<file path="config.mk">
export PLATFORM = sky130hd
export DESIGN_NAME = ez_logic_top
export DESIGN_NICKNAME = d
export VERILOG_FILES = /design/src/rtl/ez_logic_top.sv
export SDC_FILE = /design/constraint.sdc
export NUM_CORES = 1
export LEC_CHECK = 0
export CAP_MARGIN = 15
export CORE_MARGIN = 8
export CORE_UTILIZATION = 45
export DETAILED_ROUTE_END_ITERATION = 10
export PLACE_DENSITY = 0.69
export SETUP_SLACK_MARGIN = 0.4
export SLEW_MARGIN = 20
export SYNTH_ARGS = -nofsm -noshare
export SYNTH_HDL_FRONTEND = slang
export SYNTH_SLANG_ARGS = --single-unit
</file>
<file path="constraint.sdc">
create_clock -name clk -period 2.2 [get_ports clk]
set_input_delay 0.33 -clock clk [delete_from_list [all_inputs] [get_ports clk]]
set_output_delay 0.33 -clock clk [all_outputs]
set_load 0.05 [all_outputs]
</file>
<file path="src/rtl/ez_logic_top.sv">
// ez_logic_top: byte stream scrambler (XOR with an LFSR key, rotate left 3, chain-add the previous output)
module ez_logic_top (
  input  logic       clk,
  input  logic       rst,
  input  logic [7:0] data_in,
  input  logic       valid_in,
  output logic [7:0] data_out,
  output logic       valid_out
);
  localparam logic IDLE = 1'b0;
  localparam logic ACTIVE = 1'b1;
  logic       state;
  logic [7:0] k, c, t, y;
  always_comb begin
    t = data_in ^ k;
    y = {t[4:0], t[7:5]} + c;
  end
  // ACTIVE exactly when the previous edge accepted a byte, which is what valid_out reports
  assign valid_out = state == ACTIVE;
  always_ff @(posedge clk) begin
    if (rst) begin
      state    <= IDLE;
      data_out <= 8'h00;
      k        <= 8'hA5;
      c        <= 8'h00;
    end else begin
      state    <= valid_in ? ACTIVE : IDLE;
      data_out <= valid_in ? y : 8'h00;
      if (valid_in) begin
        c <= y;
        k <= {k[6:0], k[7] ^ k[5] ^ k[4] ^ k[3]};
      end
    end
  end
endmodule

</file>
Word-level counts from Yosys, hierarchy flattened
Cells that the tools add are included.

operators by class
  $add $sub $neg = 1
  multiplexer cells = 1
  bitwise gates (word level) = 5
  reduce and logical (&&, ||, !) cells = 1

operator list
  cell              count
  $add A8 B8 Y8     1
  $xor A8 B8 Y8     1
  $xor A1 B1 Y1     3
  $reduce_or A2 Y1  1
  $mux W1           1
  $not A1 Y1        1

word-level totals
  flip-flop bits (word level) = 25
  bits of input ports = 11
  output and inout port bits = 9
  word-level logic and storage cells = 12

Logic depth before layout (Yosys ltp)
  depth after elaboration = 3
  gate-level depth with buffers = 7

Worst setup path after synthesis
OpenSTA, ideal clock, no wires.

  path kind = flip-flop to flip-flop
  start point = register k[5]
  end point = register data_out[6]
  data arrival time = 1.773 ns
  setup slack = 0.303 ns
  stages on the path, launching flop included = 8
  cells stage by stage = dfxtp_1 xor2_1 ha_1 fa_1 a21o_1 a211oi_1 o21bai_1 mux2i_1

on the way
  longest elaborated chain between the ends = 2

RTL lines
  element                 line  RTL
  from (decl)             13    logic [7:0] k, c, t, y;
  from (signal assigned)  31    k <= {k[6:0], k[7] ^ k[5] ^ k[4] ^ k[3]};
  $xor A8 B8 Y8           15    t = data_in ^ k;
  $add A8 B8 Y8           16    y = {t[4:0], t[7:5]} + c;
  to (signal assigned)    28    data_out <= valid_in ? y : 8'h00;
  to (decl)               7     output logic [7:0] data_out,

Every way passes these cells.
A chain may end at the register's enable or synchronous reset.

Worst setup path after layout
  start point = register k[5]
  end point = register c[5]

on the way
  longest elaborated chain between the ends = 2

RTL lines
  element               line  RTL
  $xor A8 B8 Y8         15
  $add A8 B8 Y8         16
  to (signal assigned)  30    c <= y;
  to (decl)             13

Every way passes these cells.

==> metrics.cfg <==
[worst_hold_path]
holdPathStages=1
min_from=c[3]
min_to=c[3]
hp-class=flip-flop to flip-flop

[synth]
synth_top_cell_by_area=dfxtp_1
netlist_area_mm2=0.00120
yosysSeqAreaShare=0.417
synthDominantCellAreaShare=0.417
synth.area.mux_share=0.0678
syn_nets=140
synth_xor_area_frac=0.102
synth_area_per_cell_um2=9.92
postSynthRegisterBits=25
synth_compound_area_frac=0.139
synth_cell_type_count=36
synth_top_family_by_area=simple AND/OR/NAND/NOR gates
synth_area_leaders=dfxtp_1 (42%), ha_1 (7.3%), xor2_1 (6.6%)
synthCells=121
synth-simple-area-share=0.167
yosys.area_share.adder=0.0897
yosys_warnings=0

[floorplanning]
rows=18
start_util=0.480
core_mm2=0.00250
dieArea_mm2=0.00457
die_h_um=67.6
boundaryPins=20
die_x_um=67.6

[global_routing]
antenna_found_initial=0
grt_start_max_net_pins=19
grt_pass1_wl_um=4500
grt_overflow=0
gr-usage-all-layers=0.128
grt_pass1_vias=1028

[clocking]
hold_buffers=0
clk-insertion-delay-late_ns=0.32
htree_levels=1
cts_root_buf=clkbuf_4
clock_path_buffers=2
clk_pin_slew_worst_paths_ns=0.13
numCtsBuffers=3
cts_tree=built
cts_sinks=25

[power]
vdd_drop_max_v=0.000564
p_leak_nw=0.850
power_density_mw_per_mm2=864

[placed_design]
hpwlAfterDp_um=1920
gp_congestion=0.870
dpl_cell_area_mm2=0.00151
portBuffers=19

[drt]
postRouteAntennaNets=0
num_vias=975
drc=0
drt_iter0_drc=27
drtPass1Iterations=4
vias_per_cell=5.24
avgRoutedWirePerCell_um=13.7
wl_um=2540

[outcome]
status=completed

[sta]
fmax_ghz=0.521
hold_viol=0
finalSetupViolCount=0
setup_tns_ns=0
slew_violations=0
fin_crit_sh=0.872
worstMarginPinSlew_ns=0.508
grt_setup_unrepaired=yes
post-route-min-period_ns=1.92
skew_ns=0.00426
slew_headroom=0.661

[worst_setup_path]
critPathArrivalTime_ns=2.20
path_max_fanout=2
crit_path_top_delay_cell=dfxtp_2
crit_chain=xor2_1, ha_2, buf_4, buf_6, a211oi_4, buf_4, buf_6, o21bai_4, mux2_4, nand3_2
critPathKind=flip-flop to flip-flop
start_kind=flip-flop
cp.required_ns=2.48
r2r_slack_ns=0.28
crit_path_end_kind=flip-flop
worstReg2RegEnd=c[5]
max_stage_delay_ns=0.35
reg2reg_depth=10
rr_startpoint=k[5]

[cells_and_area]
multi_input_area_um2=742
final_nets=176
nFillCells=198
synthToLayoutAreaGrowth_pct=36.8
design_area_mm2=0.00164
drive_gt1_frac=0.244
ff_latch_area_um2=503
antenna_cells=0

[run]
cap_violations=0

timing repair:
action / CTS / global route
gates resized for setup: 12 / 15
endpoints found under the setup margin: 9 / 17
pin swaps: 17 / 3
setup buffers: 4 / 1
flip-flops by register name, summed over array words and instances (netlist names):
| signal | flops |
|---|---|
| c | 8 |
| valid_out | 1 |
| k | 8 |
| data_out | 8 |
cells by family (layout without fill, tap and decap cells):
kind of cell             Yosys count  count (layout)
flip-flops                        25              25
XOR/XNOR                          14              14
multiplexers                       8               8
AND/OR/NAND/NOR                   37              37
buffers and inverters              5              40
AO/OA/AOI/OAI                     24              24
adder cells (fa/ha/maj)            8               8
routing by layer:
layer  GRT usage  part of all wire
met5           0                 0
met4      0.0601             0.037
met3      0.0397             0.044
met2       0.215              0.47
met1       0.143              0.45
critical path: cells and delay by family (launching register included):
family                   cells  cell delay (ns)
AO/OA/AOI/OAI                2             0.31
XOR/XNOR                     1             0.16
adder cells (fa/ha/maj)      1             0.20
buffers and inverters        4             0.49
flip-flops                   1             0.35
multiplexers                 1             0.32
AND/OR/NAND/NOR              1             0.05
through the flow:
stage / worst slack (ns) / power, mW / utilization / hold slack (ns) / cells
final: 0.281 / 1.42 / 0.657 / 0.500 / 186
after detailed placement: -0.0959 / 1.15 / 0.603 / 0.476 / 177
after CTS: 0.288 / 1.40 / 0.636 / 0.506 / 185
after floorplan: 0.405 / 0.964 / - / 0.432 / 121
after global placement: -0.0673 / 1.14 / 0.603 / 0.455 / 177
after global routing: 0.200 / 1.51 / 0.657 / 0.528 / 186
where the power goes:
part	leakage (nW)	switching, mW	internal (mW)
clock	0.0150	0.137	0.0712
combinational	0.628	0.344	0.297
sequential	0.207	0.0416	0.527
total	0.850	0.523	0.896
synth_stat cells:
cell	count
a211o_1	2
a211o_2	1
a211oi_1	2
a211oi_2	1
a21o_1	4
a21oi_1	4
a31oi_1	1
and2_1	2
buf_2	2
clkbuf_1	1
dfxtp_1	25
fa_1	1
ha_1	7
inv_1	1
inv_2	1
mux2_2	1
mux2i_1	7
nand2_1	7
nand2b_1	2
nand3_1	2
nand3_2	1
nand4bb_1	1
nor2_1	13
nor2b_1	3
nor3b_1	1
nor4b_1	1
nor4bb_1	1
o211ai_1	2
o21ai_0	4
o21ai_1	1
o21bai_1	2
or2_2	1
or3_1	1
or4_4	1
xnor2_1	5
xor2_1	9
how the worst max path moves through the flow:
stage / from / endpoint / slack (ns) / cells after the start
global route: k[5] / c[6] / 0.20 / 7
CTS: k[5] / c[6] / 0.29 / 7
global placement: data_in[6] / c[7] / -0.07 / 7
floorplan: k[6] / c[7] / 0.41 / 6
detailed placement: data_in[6] / c[7] / -0.1 / 7
finish: k[5] / c[5] / 0.28 / 10
cells in the final DEF, fill, tap and decap left out, types with 3 or more instances in the layout:
master           instances
mux2i_1                  7
buf_4                   13
dlymetal6s2s_1           8
dlygate4sd2_1            4
xor2_1                   8
clkbuf_4                 3
dfxtp_1                 23
nand2_1                  6
clkdlybuf4s50_1          7
a21o_1                   4
nor2_1                  12
a21oi_1                  3
nor2b_1                  3
ha_1                     6
xnor2_1                  5
layout make-up:
cell class                      instances  share of cell area
Inverter                                2             0.00457
Sequential cell                        25               0.306
Clock buffer                            4              0.0160
Tap cell                               30              0.0229
Multi-Input combinational cell         91               0.452
Timing Repair Buffer                   34               0.198
No activity file was read; power rests on OpenSTA's default activity.
